File: config.mk
export PLATFORM = sky130hd
export DESIGN_NAME = rs_ff_bank_ctrl
export DESIGN_NICKNAME = d
export VERILOG_FILES = /design/src/rtl/rs_ctrl_pkg.sv /design/src/rtl/rs_ff_bank.sv /design/src/rtl/rs_ff_bank_ctrl.sv
export SDC_FILE = /design/constraint.sdc
export NUM_CORES = 1
export LEC_CHECK = 0
export ABC_AREA = 1
export CORE_UTILIZATION = 45
export DETAILED_ROUTE_END_ITERATION = 16
export PLACE_DENSITY = 0.76
export SETUP_SLACK_MARGIN = 0.02
export SLEW_MARGIN = 10
export SYNTH_ARGS = -nofsm -noshare
export SYNTH_HDL_FRONTEND = slang
export SYNTH_SLANG_ARGS = --single-unit
File: constraint.sdc
create_clock -name clk -period 2.35 [get_ports clk]
set_input_delay 0.3525 -clock clk [delete_from_list [all_inputs] [get_ports clk]]
set_output_delay 0.3525 -clock clk [all_outputs]
set_load 0.02 [all_outputs]
File: src/rtl/rs_ctrl_pkg.sv
// -----------------------------------------------------------------------------
// rs_ctrl_pkg
// Shared definitions for the RS flip-flop bank controller:
//   state_t  - controller FSM states; the encoding is what led_pin[15:14] shows
//   sr_cmd_t - RS commands, encoded as {S,R}
//   NUM_CH   - number of RS cells in the bank
// -----------------------------------------------------------------------------
package rs_ctrl_pkg;

  localparam int NUM_CH = 8;

  typedef enum logic [1:0] {
    ST_IDLE  = 2'b00,
    ST_LATCH = 2'b01,
    ST_PULSE = 2'b10,
    ST_DONE  = 2'b11
  } state_t;

  typedef enum logic [1:0] {
    SR_HOLD    = 2'b00,
    SR_RESET   = 2'b01,
    SR_SET     = 2'b10,
    SR_INVALID = 2'b11
  } sr_cmd_t;

endpackage

File: src/rtl/rs_ff_bank.sv
// -----------------------------------------------------------------------------
// rs_ff_bank
// Bank of NUM_CH RS cells. A cell only reacts while its clock enable is high.
// SET forces Q to 1, RESET forces it to 0, and HOLD and INVALID keep Q.
// Ports:
//   clk  in   system clock, rising edge
//   rst  in   synchronous active-high reset, clears every Q
//   ce   in   per-cell clock enable, at most one bit set at a time
//   cmd  in   {S,R} command applied to the enabled cells
//   q    out  cell outputs
// -----------------------------------------------------------------------------
module rs_ff_bank
  import rs_ctrl_pkg::*;
(
  input  logic              clk,
  input  logic              rst,
  input  logic [NUM_CH-1:0] ce,
  input  logic [1:0]        cmd,
  output logic [NUM_CH-1:0] q
);

  always_ff @(posedge clk) begin
    if (rst) begin
      q <= '0;
    end else begin
      for (int i = 0; i < NUM_CH; i++) begin
        if (ce[i]) begin
          case (cmd)
            SR_SET:   q[i] <= 1'b1;
            SR_RESET: q[i] <= 1'b0;
            default:  q[i] <= q[i];
          endcase
        end
      end
    end
  end

endmodule

File: src/rtl/rs_ff_bank_ctrl.sv
// -----------------------------------------------------------------------------
// rs_ff_bank_ctrl
// Controller for an 8-cell RS flip-flop bank. Commands come from two sources:
//   - A manual button press, which applies {S,R,channel} taken from sw_pin.
//   - An auto-scan generator. It sets and then clears each channel in turn.
// Each command runs IDLE -> LATCH -> PULSE -> DONE -> IDLE. In PULSE the
// target cell gets a clock enable for exactly one cycle.
// Optional feature: define RS_CTRL_DEBOUNCE_EN to require btn_1 to be stable
// for DB_CYCLES cycles before a level change is accepted.
// Ports:
//   clk      in   system clock, rising edge
//   rst      in   synchronous active-high reset
//   sw_pin   in   [0]=S [1]=R [4:2]=channel [7]=auto-scan enable
//   btn_1    in   raw asynchronous push button
//   led_pin  out  [7:0]=Q [8]=error [11:9]=auto pointer [12]=busy
//                 [13]=auto active [15:14]=FSM state
// -----------------------------------------------------------------------------
module rs_ff_bank_ctrl
  import rs_ctrl_pkg::*;
#(
  parameter int CLK_HZ    = 100000000,
  parameter int DB_CYCLES = 2000000,
  parameter int AUTO_DIV  = 50000000
) (
  input  logic        clk,
  input  logic        rst,
  input  logic [7:0]  sw_pin,
  input  logic        btn_1,
  output logic [15:0] led_pin
);

  localparam int DIV_W = (AUTO_DIV > 1) ? $clog2(AUTO_DIV) : 1;

  logic              btn_meta, btn_sync, btn_level, btn_prev, press;
  logic              auto_en, tick, pending;
  logic [DIV_W-1:0]  div_cnt;
  state_t            state;
  logic              src_auto;
  logic [1:0]        cmd_sr;
  logic [2:0]        cmd_ch;
  logic [2:0]        pointer;
  logic              phase;
  logic              err;
  logic [NUM_CH-1:0] ce;
  logic [NUM_CH-1:0] q;
  logic [1:0]        state_code;
  logic              busy;
  logic              unused_bits;

  assign unused_bits = &{1'b0, sw_pin[6:5], CLK_HZ[0], DB_CYCLES[0]};

  always_ff @(posedge clk) begin
    if (rst) begin
      btn_meta <= 1'b0;
      btn_sync <= 1'b0;
    end else begin
      btn_meta <= btn_1;
      btn_sync <= btn_meta;
    end
  end

`ifdef RS_CTRL_DEBOUNCE_EN
  localparam int DB_W = $clog2(DB_CYCLES + 1);

  logic [DB_W-1:0] db_cnt;
  logic            db_level;

  // The accepted level only follows the synchronised input once the input
  // has differed from it for DB_CYCLES consecutive cycles. Any bounce back
  // to the accepted level restarts the count.
  always_ff @(posedge clk) begin
    if (rst) begin
      db_cnt   <= '0;
      db_level <= 1'b0;
    end else if (btn_sync == db_level) begin
      db_cnt <= '0;
    end else if (db_cnt == DB_W'(DB_CYCLES - 1)) begin
      db_cnt   <= '0;
      db_level <= btn_sync;
    end else begin
      db_cnt <= db_cnt + 1'b1;
    end
  end

  assign btn_level = db_level;
`else
  assign btn_level = btn_sync;
`endif

  always_ff @(posedge clk) begin
    if (rst) btn_prev <= 1'b0;
    else     btn_prev <= btn_level;
  end

  assign press = btn_level & ~btn_prev;

  // The divider runs only while auto-scan is enabled. Dropping the enable
  // restarts it from zero; the pointer and phase keep their values.
  always_ff @(posedge clk) begin
    if (rst) begin
      auto_en <= 1'b0;
      div_cnt <= '0;
    end else begin
      auto_en <= sw_pin[7];
      if (!auto_en || tick) div_cnt <= '0;
      else                  div_cnt <= div_cnt + 1'b1;
    end
  end

  assign tick = auto_en && (div_cnt == DIV_W'(AUTO_DIV - 1));

  // A tick only marks a command as pending; IDLE serves it when no press
  // competes. A tick arriving in the same cycle a pending command is served
  // becomes the new pending command and is not lost.
  always_ff @(posedge clk) begin
    if (rst) begin
      state    <= ST_IDLE;
      pending  <= 1'b0;
      src_auto <= 1'b0;
      cmd_sr   <= SR_HOLD;
      cmd_ch   <= '0;
      pointer  <= '0;
      phase    <= 1'b0;
      err      <= 1'b0;
    end else begin
      if (!auto_en)
        pending <= 1'b0;
      else if (tick)
        pending <= 1'b1;
      else if (state == ST_IDLE && !press && pending)
        pending <= 1'b0;

      case (state)
        ST_IDLE: begin
          if (press) begin
            state    <= ST_LATCH;
            src_auto <= 1'b0;
          end else if (pending && auto_en) begin
            state    <= ST_LATCH;
            src_auto <= 1'b1;
          end
        end
        ST_LATCH: begin
          if (src_auto) begin
            cmd_sr <= phase ? SR_RESET : SR_SET;
            cmd_ch <= pointer;
            phase  <= ~phase;
            if (phase) pointer <= pointer + 3'd1;
          end else begin
            cmd_sr <= {sw_pin[0], sw_pin[1]};
            cmd_ch <= sw_pin[4:2];
          end
          state <= ST_PULSE;
        end
        ST_PULSE: begin
          // The error flag is sticky. Only a valid manual command clears it.
          if (cmd_sr == SR_INVALID) err <= 1'b1;
          else if (!src_auto)       err <= 1'b0;
          state <= ST_DONE;
        end
        ST_DONE:  state <= ST_IDLE;
        default:  state <= ST_IDLE;
      endcase
    end
  end

  assign ce = (state == ST_PULSE) ? (NUM_CH'(1) << cmd_ch) : '0;

  rs_ff_bank u_bank (
    .clk (clk),
    .rst (rst),
    .ce  (ce),
    .cmd (cmd_sr),
    .q   (q)
  );

  assign state_code = state;
  assign busy       = (state != ST_IDLE);
  assign led_pin    = {state_code, auto_en, busy, pointer, err, q};

endmodule

* After elaboration in Yosys (flattened, before gate mapping)
Cells that the tools add are included.
** Operators by class
- Add/subtract/negate cells :: 2
- Eq/ne operators :: 9
- Shifts and indexed selects :: 1
- Mux-type cells :: 14
- Bitwise operators :: 4
- Reduce and logical (&&, ||, !) cells :: 26
** Operators with widths (count)
- $add A26 B1 Y26 const B :: 1
- $eq A26 B26 Y1 const B :: 1
- $reduce_and A2 Y1 :: 11
- $eq A2 B2 Y1 const B :: 4
- $mux W2 :: 4
- $mux W8 :: 1
- $pmux W2 S4 :: 1
- $reduce_bool A2 Y1 :: 4
- $shl A1 B3 Y8 const A :: 1
- $mux W1 :: 6
- $eq A2 B1 Y1 const B :: 2
- $logic_and A1 B1 Y1 :: 4
- $reduce_or A2 Y1 :: 2
- $add A3 B1 Y3 const B :: 1
- $mux W3 :: 1
- $ne A3 B2 Y1 const B :: 1
- $not A1 Y1 :: 3
- $reduce_and A3 Y1 :: 1
- $logic_not A1 Y1 :: 2
- $logic_not A2 Y1 :: 1
- $ne A2 B1 Y1 const B :: 1
- $pmux W1 S2 :: 1
- $and A1 B1 Y1 :: 1
- $logic_or A1 B1 Y1 :: 1
** Word-level totals
- Flip-flop bits (word level) :: 52
- Bits of input ports :: 11
- Output and inout port bits :: 16
- Logic and storage cells :: 77

* Depth between registers and ports, before layout
Gate-level depths: netlist of run 1.
- Word-level depth :: 7
- Gate-level depth with buffers :: 9
- Gate-level depth less buffers :: 9

* Modules after synthesis
A second synthesis of run 1 with hierarchy kept.
** Unflattened totals
- Cell total of the unflattened synthesis :: 374
- Area, all modules :: 2625.0 um^2
** Modules (own cells, without submodules)
- rs_ff_bank_ctrl :: instances 1, cells an instance 328, area an instance 2274.7 um^2, sequential area each 880.8 um^2
- rs_ff_bank :: instances 1, cells an instance 46, area an instance 350.3 um^2, sequential area each 160.2 um^2

* Worst setup path after synthesis of run 1
Ideal clock, no wire load.
- Kind :: flip-flop to flip-flop
- Start point :: register div_cnt[0]
- End point :: register div_cnt[14]
- Setup time :: 0.122 ns
- Data arrival time :: 1.309 ns
- Required time :: 2.228 ns
- Setup slack :: 0.920 ns
- Stages on the path, launching flop included :: 10
- Buffers on the path :: 1
- Period minus slack after synthesis :: 1.430 ns
- Cells stage by stage :: dfxtp_1 > ha_1 > nand3_2 > inv_2 > nand2_1 > nor2_1 > nand3_1 > nand2_2 > buf_6 > a21oi_1
** Between the ends
- Cells in the longest elaborated chain, start to end :: 4
- Elaborated cells between the ends (all ways) :: 5
- Classes of those cells :: add/sub (1); eq/ne (1); reduce/logical (3)
** Ends and longest elaborated chain
- start, declared :: RTL line rs_ff_bank_ctrl.sv:36 : logic [DIV_W-1:0] div_cnt;
- start signal, assigned :: RTL line rs_ff_bank_ctrl.sv:106 : else div_cnt <= div_cnt + 1'b1;
- parallel branches: the longest is 4 deep, another holds $add A26 B1 Y26
Parallel ways; which one is timed is not known.
A chain may end at the register's enable or synchronous reset.

* Worst setup path in the final report of run 1
- Start point :: register state[0]
- End point :: output port led_pin[12]
** Between the ends
- Cells in the longest elaborated chain, start to end :: 1
** Ends and longest elaborated chain
- start, declared :: RTL line rs_ff_bank_ctrl.sv:37 : state_t state;
- start signal, assigned :: RTL line rs_ff_bank_ctrl.sv:117 : state <= ST_IDLE;
- start signal, assigned :: RTL line rs_ff_bank_ctrl.sv:136 : state <= ST_LATCH;
- start signal, assigned :: RTL line rs_ff_bank_ctrl.sv:139 : state <= ST_LATCH;
- $reduce_bool A2 Y1 :: RTL line rs_ff_bank_ctrl.sv:178 : assign busy = (state != ST_IDLE);
- end, declared :: RTL line rs_ff_bank_ctrl.sv:29 : output logic [15:0] led_pin
Every way passes these cells.

==> results of run 1 <==
-- registers in the layout, summed over array words and instances (netlist names) --
| name | count |
|---|---|
| btn_meta | 1 |
| u_bank.q | 8 |
| state | 2 |
| btn_prev | 1 |
| cmd_ch | 3 |
| div_cnt | 26 |
| err | 1 |
| pointer | 3 |
| phase | 1 |
| pending | 1 |
| auto_en | 1 |
| src_auto | 1 |
| cmd_sr | 2 |
| btn_level | 1 |
-- cells in the mapped netlist --
cell type | instances | area, sq um
nor2_1 | 70 | 262.8
or2_2 | 2 | 12.51
buf_4 | 3 | 22.52
ha_1 | 7 | 87.58
clkbuf_1 | 2 | 7.510
nand3b_1 | 1 | 7.510
nand3_2 | 1 | 10.01
inv_2 | 1 | 3.750
xor2_1 | 4 | 35.03
o21ai_0 | 15 | 75.07
nand2_2 | 1 | 6.260
nand4_1 | 2 | 12.51
buf_1 | 1 | 3.750
o221ai_1 | 5 | 43.79
xnor2_1 | 7 | 61.31
buf_2 | 1 | 5.000
nand3_1 | 22 | 110.1
inv_1 | 50 | 187.7
nor3_1 | 2 | 10.01
dfxtp_1 | 52 | 1041
buf_6 | 2 | 22.52
a21oi_1 | 27 | 135.1
nand2_1 | 83 | 311.6
-- worst reg2reg max path, cell delays in order (launching register included) --
cell     delay (ps)
dfxtp_1         400
ha_1            220
nand3_2         130
inv_2           120
nand2_1          90
nor2_1           90
nand3_1         120
nand2_2         400
a21oi_1         120
-- path summary, 6_finish.rpt --
check	from	to	slack, ps	depth (start not counted)
setup reg to reg	div_cnt[0]	div_cnt[3]	500	8
setup / recovery	state[0]	led_pin[12]	260	4
hold reg to reg	btn_meta	btn_level	410	2
hold / removal	btn_meta	btn_level	410	2
-- per-stage QoR --
| step | cell area (sq um) | setup slack [ps] |
|---|---|---|
| global placement | 2756 | 555.8 |
| global route | 2868 | 178.7 |
| CTS | 2868 | 261.7 |
| detailed placement | 2756 | 500.1 |
| finish | 2868 | 261.0 |
| floorplan | 2475 | 919.7 |
-- cell type report --
type | count | area share
tap | 70 | 0.03054
timing repair buffer | 26 | 0.08901
clock buffer | 5 | 0.02400
sequential | 52 | 0.3630
multi-input combinational | 249 | 0.4119
inverter | 51 | 0.06675
clock inverter | 3 | 0.01483
-- power by group through the flow --
| stage | Combinational, uW | Clock, uW | Sequential (uW) |
|---|---|---|---|
| after floorplan | 238 | 0 | 986 |
| after global placement | 347 | 0 | 968 |
| after detailed placement | 354 | 0 | 969 |
| after CTS | 357 | 631 | 949 |
| after global routing | 399 | 659 | 955 |
| final | 359 | 612 | 949 |
-- metal layers --
metal | wire length (um) | track usage
met5 | 0 | 0
met4 | 57 | 0.05769
met3 | 187 | 0.03593
met2 | 2299 | 0.3036
met1 | 2387 | 0.2284
-- cells by family (layout without fill, tap and decap cells) --
family | count (synthesis) | count (layout)
adders and majority gates | 7 | 7
buffers and inverters | 60 | 85
xor gates and xnor gates | 11 | 11
and+or+nand+nor | 184 | 184
AOI/OAI and AO/OA | 47 | 47
DFF | 52 | 52
==> flow_summary.yaml, run 1 <==
setup_path:
  cpLargestDelayFamily: "buffers and inverters"
  cp.required_ps: 2000
  end_kind: "output port"
  start_kind: "register"
  cp_common_cell: "inv_1"
  max_stage_delay_ps: 600
  crit_buf_inv: 3
  path_max_fanout: 5
  cp.arrival_ps: 1740
  timing_worst_setup_path_type: "reg -> out"
  cp_cell_sequence: "inv_1, ha_1, inv_1, clkdlybuf4s50_1"
  slowest_stage: "clkdlybuf4s50_1"
status:
  status: "finished clean"
cts:
  clock_path_buffers: 2
  cts_buffers: 5
  htree_num_levels: 2
  clk_pin_slew_ps: 100
  clockRootBuffer: "clkbuf_8"
  cts_tree: "done"
  clk_latency_ps: 310
  clock_sinks: 52
  cts_hold_buffers: 0
  cts_resized: 0
  cts_setup_buffers: 0
sta:
  maxClockFrequency_mhz: 478.7
  period_share: 0.8889
  fin_tns_setup_ps: 0
  period_minus_slack_ps: 2089
  hold_viol: 0
  relSlewSlack: 0.6703
  finalSetupViolCount: 0
  whs_ps: 407.1
  skew_ps: 10.04
  rsz0062_at_grt: "false"
  maxSlewViolCount: 0
  tightest_slew_ps: 492.8
synth:
  synthXorXnorAreaFrac: 0.03893
  syn-num-nets: 379
  synth_area_sq_um: 2475
  ys_seq_elements: 52
  synth.avg_cell_area_sq_um: 6.856
  synth_compound_area_frac: 0.1026
  yosys_warnings: 0
  synth_cell_types: 23
  seq_area_frac_synth: 0.4206
  synthAdderAreaFrac: 0.03539
  syn_inst: 361
  synth-simple-area-share: 0.3003
  synth_top_family_by_area: "simple AND/OR/NAND/NOR gates"
  synth_mux_area_frac: 0
cells_and_area:
  layout-drive-gt1-share: 0.03886
  final_core_util: 0.5510
  final_cell_count_no_fill: 456
  most-common-layout-cells: "nand2_1, nor2_1, dfxtp_1"
  fill_cells: 519
  multi_input_area_sq_um: 1181
  nNetsFinal: 403
  area_growth_pct: 15.87
  regArea_sq_um: 1041
  final_common_cell: "nand2_1"
  n_antenna_cell: 0
grt:
  grt_pass1_vias: 1961
  grt_antenna_before_repair: 0
  grt_max_degree: 27
  grt-ovfl-total: 0
  grt_usage: 0.1793
  grt_pass1_wl_um: 8466
power:
  pwr_density_cell_nw_per_um2: 669.3
  p_int_uw: 1384
  clkPwrFrac: 0.319
  swShare: 0.2791
  p_total_uw: 1920
  p_sw_uw: 535.8
  ir_worst_vdd_mv: 0.4810
  combPwrFrac: 0.187
  p_leak_uw: 0.001010
  share_seq_of_total_power: 0.494
routing:
  drt-total-wl_um: 4931
  drt-vias-per-instance: 4.912
  drt_iter0_markers: 167
  first_pass_iters: 6
  drc: 0
  vias: 2240
  wire_per_inst_um: 10.81
  antenna_left: 0
floorplanning:
  io_pins: 27
  start_util: 0.4755
  core_sq_um: 5205
  dieArea_sq_um: 5800
  fp.dieW_um: 76.16
  die_h_um: 76.16
  rows: 26
place:
  dp.cells: 448
  numPortBuffers: 24
  place_congestion: 0.9215
  dp_hpwl_um: 3679
flow_run:
  drv_cap: 0
worst_hold_path:
  hold_class: "reg -> reg"
Note: power is estimated with default switching activity, not from simulation.
==> run 2: changes to the inputs <==
--- a/config.mk
+++ b/config.mk
@@ -10,7 +10,7 @@
 export DETAILED_ROUTE_END_ITERATION = 16
 export PLACE_DENSITY = 0.76
 export SETUP_SLACK_MARGIN = 0.02
-export SLEW_MARGIN = 10
+export SLEW_MARGIN = 15
 export SYNTH_ARGS = -nofsm -noshare
 export SYNTH_HDL_FRONTEND = slang
 export SYNTH_SLANG_ARGS = --single-unit
==> results of run 2 <==
Final layout, timing and power as in run 1 (identical DEF).
==> run 3: changes to the inputs <==
--- a/config.mk
+++ b/config.mk
@@ -9,6 +9,7 @@
 export CORE_UTILIZATION = 45
 export DETAILED_ROUTE_END_ITERATION = 16
 export PLACE_DENSITY = 0.76
+export REMOVE_ABC_BUFFERS = 1
 export SETUP_SLACK_MARGIN = 0.02
 export SLEW_MARGIN = 15
 export SYNTH_ARGS = -nofsm -noshare
==> run 3 against run 2 <==
Compared with the run above:
- maximum frequency grew 0.55%
- sequential cell count unchanged
- non-clock buffer count stayed put
- power fell by 4.0%
- critical path type unchanged
- wire length is 1.5% higher
- largest cell class unchanged
- clock-buffer cell count increased by 1
- critical endpoint unchanged
- combinational power barely moved
==> flow_summary.yaml, run 3 (synthesis results as in run 1) <==
sta:
  finalSetupViolCount: 0
  skew_ps: 11.62
  maxClockFrequency_mhz: 481.3
  period_minus_slack_ps: 2078
  period_share: 0.8841
  tightest_slew_ps: 499.2
  relSlewSlack: 0.6660
  rsz0062_at_grt: "false"
  maxSlewViolCount: 0
  whs_ps: 405.0
  fin_tns_setup_ps: 0
  hold_viol: 0
cells_and_area:
  area_growth_pct: 15.32
  fin_area_sq_um: 2854
  n_antenna_cell: 0
  most-common-layout-cells: "nand2_1, nor2_1, dfxtp_1"
  nNetsFinal: 403
  top_regs: "div_cnt: 26 flops, u_bank.q: 8 flops"
  layout-drive-gt1-share: 0.03886
  largest_reg_flops: 26
  final_common_cell: "nand2_1"
  largest_register: "div_cnt"
floorplanning:
  core_sq_um: 5205
  dieArea_sq_um: 5800
  fp.dieW_um: 76.16
  io_pins: 27
  start_util: 0.4755
  rows: 26
  die_h_um: 76.16
worst_hold_path:
  hold_class: "reg -> reg"
  holdPathEnd: "btn_level"
  min_path_cells: 2
  hold_start: "btn_meta"
setup_path:
  cp.arrival_ps: 1730
  start_kind: "register"
  r2r_cells: 8
  end_kind: "output port"
  timing_worst_setup_path_type: "reg -> out"
  cp.required_ps: 2000
  r2r_slack_ps: 490
  r2r-end: "div_cnt[9]"
  r2r_start: "div_cnt[0]"
  path_max_fanout: 5
power:
  ir_worst_vdd_mv: 0.6868
  swShare: 0.2908
  pwr_density_cell_nw_per_um2: 645.8
  share_seq_of_total_power: 0.515
  p_sw_uw: 536.0
  combPwrFrac: 0.193
  p_leak_uw: 0.0009988
  p_total_uw: 1843
  clkPwrFrac: 0.291
  p_int_uw: 1307
cts:
  clock_sinks: 52
  cts_resized: 0
  cts_buffers: 5
  cts_tree: "done"
  cts_setup_buffers: 0
  cts_hold_buffers: 0
  clockRootBuffer: "clkbuf_8"
  clk_pin_slew_ps: 90
  clock_path_buffers: 2
  clk_latency_ps: 310
  htree_num_levels: 2
routing:
  met1_length_um: 2390
  drt-vias-per-instance: 4.849
  antenna_left: 0
  drc: 0
  first_pass_iters: 5
  drt_iter0_markers: 111
  top_layer_used: "met4"
  vias: 2211
  drt-total-wl_um: 5003
  wl_met2_um: 2358
  wire_per_inst_um: 10.97
  dr_wl_met3_um: 169
grt:
  grt-ovfl-total: 0
  grt_antenna_before_repair: 0
  grt_max_degree: 27
  grt_usage: 0.1846
  grt_pass1_wl_um: 8611
  grt_pass1_vias: 1969
place:
  numPortBuffers: 24
  dpl-instance-area_sq_um: 2756
  dp_hpwl_um: 3727
  place_congestion: 0.8637
flow_run:
  drv_cap: 0
status:
  status: "finished clean"
-- run 3: metal layers --
layer  track usage  vias to the layer above
met5             0                        -
met4       0.07308                        0
met3       0.04551                        8
met2        0.2891                       42
met1        0.2438                      987
li1              -                     1174
-- run 3: worst max path at each step --
stage | slack (ps) | end | startpoint
2_1_floorplan | 770 | pointer[2] | state[0]
3_3_place_gp | 590 | div_cnt[16] | div_cnt[0]
3_5_place_dp | 540 | div_cnt[9] | div_cnt[0]
4_1_cts | 260 | led_pin[12] | state[0]
5_1_grt | 180 | led_pin[12] | state[0]
6_report | 270 | led_pin[12] | state[0]
-- run 3: through the flow --
| step | utilization | cells | setup WS [ps] |
|---|---|---|---|
| finish | 0.5483 | 456 | 272.3 |
| global route | 0.5483 | 456 | 178.6 |
| detailed placement | 0.5296 | 448 | 537.3 |
| global placement | 0.5296 | 448 | 590.0 |
| floorplan | - | 352 | 769.5 |
| CTS | 0.5483 | 456 | 261.7 |
-- run 3: cell type report --
class	count	area [sq um]
inverter	51	191.4
clock buffer	6	82.58
clock inverter	2	15.01
multi-input combinational	249	1181
tap	70	87.58
fill	506	2351
sequential	52	1041
timing repair buffer	26	255.2
-- run 3: critical path, stage by stage (launching register included) --
cell,delay [ps]
dfxtp_1,390
inv_1,80
ha_1,250
inv_1,90
clkdlybuf4s50_1,600
-- run 3: power by group through the flow --
stage	Sequential, uW	Combinational, uW	Clock, uW
5_1_grt	958	394	595
4_1_cts	950	358	550
3_3_place_gp	968	349	0
6_report	950	356	537
2_1_floorplan	987	212	0
3_5_place_dp	970	355	0
==> edit 1 (config.mk and constraints of run 3) <==
Register the output `led_pin`, with the module's reset; this adds one clock of latency there.
--- a/src/rtl/rs_ff_bank_ctrl.sv
+++ b/src/rtl/rs_ff_bank_ctrl.sv
@@ -177,5 +177,11 @@
   assign state_code = state;
   assign busy       = (state != ST_IDLE);
-  assign led_pin    = {state_code, auto_en, busy, pointer, err, q};
+  always_ff @(posedge clk) begin
+    if (rst) begin
+      led_pin <= '0;
+    end else begin
+      led_pin <= {state_code, auto_en, busy, pointer, err, q};
+    end
+  end
 
 endmodule
Formal check against the unedited RTL: not equivalent (Yosys sat finds a counterexample within 4 cycles, from zero or initial values and one cycle with rst high).
==> edit 1 against run 3 <==
  * Wire length increased by 16%
  * Setup slack improved by 330 ps
  * Sequential cell count increased by 16
  * Design area increased by 22%
  * Area after synthesis increased by 19%
  * Total power increased by 48%
  * Critical path depth increased by 3
  * Hold slack got worse by 2.1 ps
==> edit 1: results (changes against run 3) <==
Parameter                              Value

Status
  Outcome    complete, no violations

Synthesis
  Warnings from Yosys    0 (unchanged)
  Ranking of synthesized cells by area    dfxtp_1 (46%), nand2_1 (10%), nor2_1 (9.4%)
  Post-synthesis sequential area ratio    0.462 (+0.0418)
  Ys flop type    dfxtp_1
  Parity-gate share of the synthesized area counting xor and xnor cells    0.0238 (-0.0151)
  Post-synthesis mux area share    0 (unchanged)
  Complex-gate fraction of the synthesized area    0.0875 (-0.0151)
  Distinct cell type count of the synthesized netlist    25 (+8.7%)
  Most instantiated cells after synthesis    nand2_1 (82), nor2_1 (74), dfxtp_1 (68)
  Share of async-settable or async-resettable flops after synthesis    0 (unchanged)
  Fraction of the mapped netlist area in adder cells    0.0297 (-0.00564)

Power
  Peak supply drop    0.000614 V (-11%)
  Static power due to leakage    1.30 nW (+30%)

Layout
  Number of diodes added for antenna fixing    0 (unchanged)
  Net total in the final layout    458 (+14%)
  Filler Cell Count    591 (+17%)
  Proportion of layout cells with a drive suffix above 1    0.0607 (+0.0218)
  Leading registers by flop count    div_cnt x26, led_pin x16, u_bank.q x8

Global routing
  First-pass GRT wire length    10.1 mm (+17%)
  Largest net degree at the start of global routing    30 (+11%)
  Global Route Usage Sum    0.180 (-0.00424)
  Number of global-route vias before repair    2,337 (+19%)

Route
  Overall via count from detail_route    2,542 (+15%)
  DRC violation total after the first TritonRoute iteration    198 (+78%)
  Router iterations before antenna repair    4 (-1)
  Number of nets with antenna violations after detailed routing    0 (unchanged)
  Total wirelength of the detailed-routed design    5.81 mm (+16%)

CTS
  Postcts setup bufs    0 (unchanged)
  H-tree levels    3 (+1)
  Buffer levels on the longest clock path    2 (unchanged)
  Register clock-pin slew on the reported worst setup and hold paths    70 ps (-20 ps)
  Clock Root Buffer    clkbuf_8
  CTS Buf Count    9 (+4)
  Worst-Skew Late Latency    340 ps (+30 ps)
  Post-cts resize count    0 (unchanged)

Setup path
  Beginning of the worst register-to-register path    state[0]
  Maximum net fanout on the critical path    5 (unchanged)
  R2r setup slk    600 ps (+110 ps)
  Signal arrival time at the worst endpoint    1960 ps (+230 ps)
  Length in cells of the worst reg-to-reg path    7 (-1)
  Reg-to-Reg End    u_bank.q[2]

Worst hold path
  Hold depth    2 (unchanged)
  Class of the most critical hold timing path    reg2reg
  Hold EP    btn_level

Placement
  Total half-perimeter wirelength after legalization and detailed placement    4.16 mm (+12%)
  PortBufs    24 (unchanged)
  Pre-CTS setup slack    659 ps (+122 ps)
  Routability-driven placement congestion ratio    0.887 (+2.7%)

STA
  Transition time of the tightest slew-check pin    568 ps (+69.1 ps)
  Clock skew after layout    6.97 ps (-4.65 ps)
==> edit 1: changes by cell type in the layout (fill, tap and decap cells not counted), moves of 3 or more <==
cell / before / now
dfxtp_1: 52 / 68
nor2_1: 70 / 74
nor2_2: 0 / 4
nand3_1: 22 / 31
inv_1: 50 / 67
bufinv_16: 0 / 3
clkbuf_8: 6 / 9
==> edit 1: area by class of cell <==
cell class / instances / area share
clock buffer: 10 / 0.0366
clock inverter: 6 / 0.0319
inverter: 67 / 0.0721
multi-input combinational: 268 / 0.368
sequential: 68 / 0.391
tap: 77 / 0.0276
timing repair buffer: 26 / 0.0732
==> edit 1: power breakdown <==
group | total, mW | internal, mW | leakage (nW) | switching (mW)
Combinational | 0.333 | 0.128 | 0.633 | 0.206
Sequential | 1.23 | 1.20 | 0.550 | 0.0301
Clock | 1.16 | 0.707 | 0.117 | 0.454
Total | 2.73 | 2.04 | 1.30 | 0.690
==> edit 1: worst max-delay path by stage <==
| stage | startpoint | to | slack [ps] | depth (start not counted) |
|---|---|---|---|---|
| 6_report | state[0] | u_bank.q[2] | 600 | 7 |
| 5_1_grt | state[0] | u_bank.q[3] | 420 | 7 |
| 4_1_cts | state[0] | u_bank.q[2] | 650 | 7 |
| 3_5_place_dp | state[0] | u_bank.q[3] | 660 | 7 |
| 3_3_place_gp | state[0] | u_bank.q[3] | 700 | 7 |
| 2_1_floorplan | state[1] | pointer[2] | 900 | 9 |
==> edit 1: cell families after synthesis <==
group,after synthesis
buffers and inverters,74
xor gates and xnor gates,8
adders and majority gates,7
and+or+nand+nor,206
DFF,68
AOI/OAI and AO/OA,47
==> edit 1: per-layer routing <==
| layer | up-vias | share of wire | routed length [um] | track usage |
|---|---|---|---|---|
| met1 | 1167 | 0.49 | 2850 | 0.233 |
| met5 | - | 0 | 0 | 0 |
| met4 | 0 | 0.014 | 83 | 0.0658 |
| met2 | 39 | 0.46 | 2670 | 0.290 |
| met3 | 7 | 0.035 | 203 | 0.0477 |
| li1 | 1329 | - | - | - |
==> edit 1: through the flow <==
step           cell area [um^2]  hold slack (ps)  instances  utilization
2_1_floorplan              2900              388        403            -
3_3_place_gp               3250              391        506        0.511
3_5_place_dp               3250              398        506        0.511
4_1_cts                    3490              408        522        0.549
5_1_grt                    3490              436        522        0.549
6_report                   3490              403        522        0.549
==> edit 1: worst max-delay path, stage by stage (launching register included) <==
cell and delay [ps]:
dfxtp_1 330, inv_1 110, ha_1 240, inv_1 70, nor3_1 450, inv_1 170, o21ai_0 180, a21oi_1 80
==> edit 2 (config.mk and constraints of run 3) <==
Made on the original files. Build with the macro `RS_CTRL_DEBOUNCE_EN` defined.
--- a/src/rtl/rs_ff_bank_ctrl.sv
+++ b/src/rtl/rs_ff_bank_ctrl.sv
@@ -16,4 +16,6 @@
 //                 [13]=auto active [15:14]=FSM state
 // -----------------------------------------------------------------------------
+`define RS_CTRL_DEBOUNCE_EN
+
 module rs_ff_bank_ctrl
   import rs_ctrl_pkg::*;
Check against the original RTL: not equivalent (Yosys sat finds a counterexample within 4 cycles, from zero or initial values and one cycle with rst high).
==> edit 2 against run 3 <==
  * Cell count is 46% higher
  * Critical path type unchanged
  * Setup slack lost 59 ps
  * Critical endpoint unchanged
  * Wire length rose by 46%
  * Sequential cell count grew 22
  * Design area up 47%
  * Combinational power fell by 88%
  * Total power is 31% higher
  * Area after synthesis grew 48%
  * Highest routed layer unchanged
==> edit 2: results (changes against run 3) <==
Parameter                              Value

Status
  Outcome    complete, no violations

Route
  Routed length on met2    3.51 mm (+49%)
  Router iterations before antenna repair    4 (-1)
  DRC violation total after the first TritonRoute iteration    182 (+64%)
  Wl on met1    3.44 mm (+44%)
  Number of nets with antenna violations after detailed routing    0 (unchanged)
  Via density per instance    4.89 (+0.95%)
  Total wirelength of the detailed-routed design    7.31 mm (+46%)
  Met3 routed WL    255 um (+51%)

Placement
  Total half-perimeter wirelength after legalization and detailed placement    5.49 mm (+47%)
  PortBufs    24 (unchanged)
  Routability-driven placement congestion ratio    0.878 (+1.6%)

STA
  Clock skew after layout    9.75 ps (-1.88 ps)
  Transition time of the tightest slew-check pin    903 ps (+404 ps)

Global routing
  Number of global-route vias before repair    3,149 (+60%)
  Global Route Usage Sum    0.190 (+0.00515)
  First-pass GRT wire length    13.1 mm (+53%)
  Largest net degree at the start of global routing    26 (-3.7%)
  Number of antenna violations at the first check in global routing    0 (unchanged)

Power
  Peak supply drop    0.000376 V (-45%)
  Static power due to leakage    1.38 nW (+38%)
  Switching share of power    0.209 (-0.0818)

Layout
  Leading registers by flop count    div_cnt x26, db_cnt x21, u_bank.q x8
  Proportion of layout cells with a drive suffix above 1    0.0710 (+0.0322)
  Filler Cell Count    752 (+49%)
  Net total in the final layout    577 (+43%)
  Number of diodes added for antenna fixing    0 (unchanged)

CTS
  H-tree levels    3 (+1)
  Post-cts resize count    0 (unchanged)
  Post-cts hold buffer count    0 (unchanged)
  CTS Buf Count    9 (+4)
  Buffer levels on the longest clock path    2 (unchanged)
  Worst-Skew Late Latency    340 ps (+30 ps)

Synthesis
  Share of async-settable or async-resettable flops after synthesis    0 (unchanged)
  Most instantiated cells after synthesis    nand2_1 (134), nor2_1 (101), dfxtp_1 (74)
  Fraction of the mapped netlist area in adder cells    0.0273 (-0.00806)
  Complex-gate fraction of the synthesized area    0.0943 (-0.00833)
  Ranking of synthesized cells by area    dfxtp_1 (40%), nand2_1 (14%), nor2_1 (10%)
  Distinct cell type count of the synthesized netlist    32 (+39%)
  Parity-gate share of the synthesized area counting xor and xnor cells    0.0430 (+0.00412)
  Post-synthesis sequential area ratio    0.405 (-0.0161)

Setup path
  Signal arrival time at the worst endpoint    1780 ps (+50 ps)
  Critical path's largest stage delay    600 ps (about the same)
[edit 2: cell count changes after synthesis, moves of 6 or more]
cell / delta
a21oi_1: +9
dfxtp_1: +22
inv_1: +13
nand2_1: +51
nor2_1: +31
nor2_2: +6
[edit 2: final cells by class]
cell class                      instances  area share
Clock buffer                           10      0.0329
Timing Repair Buffer                   26      0.0610
Multi-Input combinational cell        382       0.442
Tap cell                              102      0.0305
Clock inverter                          6      0.0212
Sequential cell                        74       0.354
Inverter                               65      0.0583
[edit 2: power by group through the flow]
stage	sequential, mW	combinational [mW]	clock [mW]
after floorplan	1.29	0.0170	0
after global placement	1.29	0.0434	0
after detailed placement	1.29	0.0438	0
after CTS	1.26	0.0440	1.13
after global routing	1.26	0.0487	1.17
final	1.26	0.0435	1.10
[edit 2: cells by family after synthesis]
group | after synthesis
XOR/XNOR | 18
adder cells (fa/ha/maj) | 8
AND/OR/NAND/NOR | 293
flip-flops | 74
buffers and inverters | 76
AO/OA/AOI/OAI | 63
[edit 2: stage by stage]
step | setup slack [ps] | utilization | cell area (um^2) | power, mW | std cells
floorplan | 740 | - | 3570 | 1.31 | 521
global placement | 470 | 0.507 | 3960 | 1.33 | 649
detailed placement | 400 | 0.507 | 3960 | 1.33 | 649
CTS | 193 | 0.536 | 4180 | 2.44 | 665
global route | 101 | 0.536 | 4180 | 2.48 | 665
finish | 213 | 0.536 | 4180 | 2.41 | 665
[edit 2: tightest hold or removal path, delay by kind of cell (launching register included)]
family                 cells  cell delay (ps)
AND/OR/NAND/NOR            1               30
buffers and inverters      1               40
flip-flops                 1              300
[edit 2: path summary, 6_finish.rpt]
check	from	endpoint	slack (ps)	depth (start not counted)
max	state[0]	led_pin[12]	210	4
min	btn_meta	btn_sync	410	2
max reg2reg	db_cnt[0]	db_cnt[10]	390	6
min reg2reg	btn_meta	btn_sync	410	2
[edit 2: layer usage]
layer | GRT usage | vias up
li1 | - | 1714
met1 | 0.232 | 1483
met2 | 0.326 | 49
met3 | 0.0431 | 9
met4 | 0.0651 | 0
met5 | 0 | -
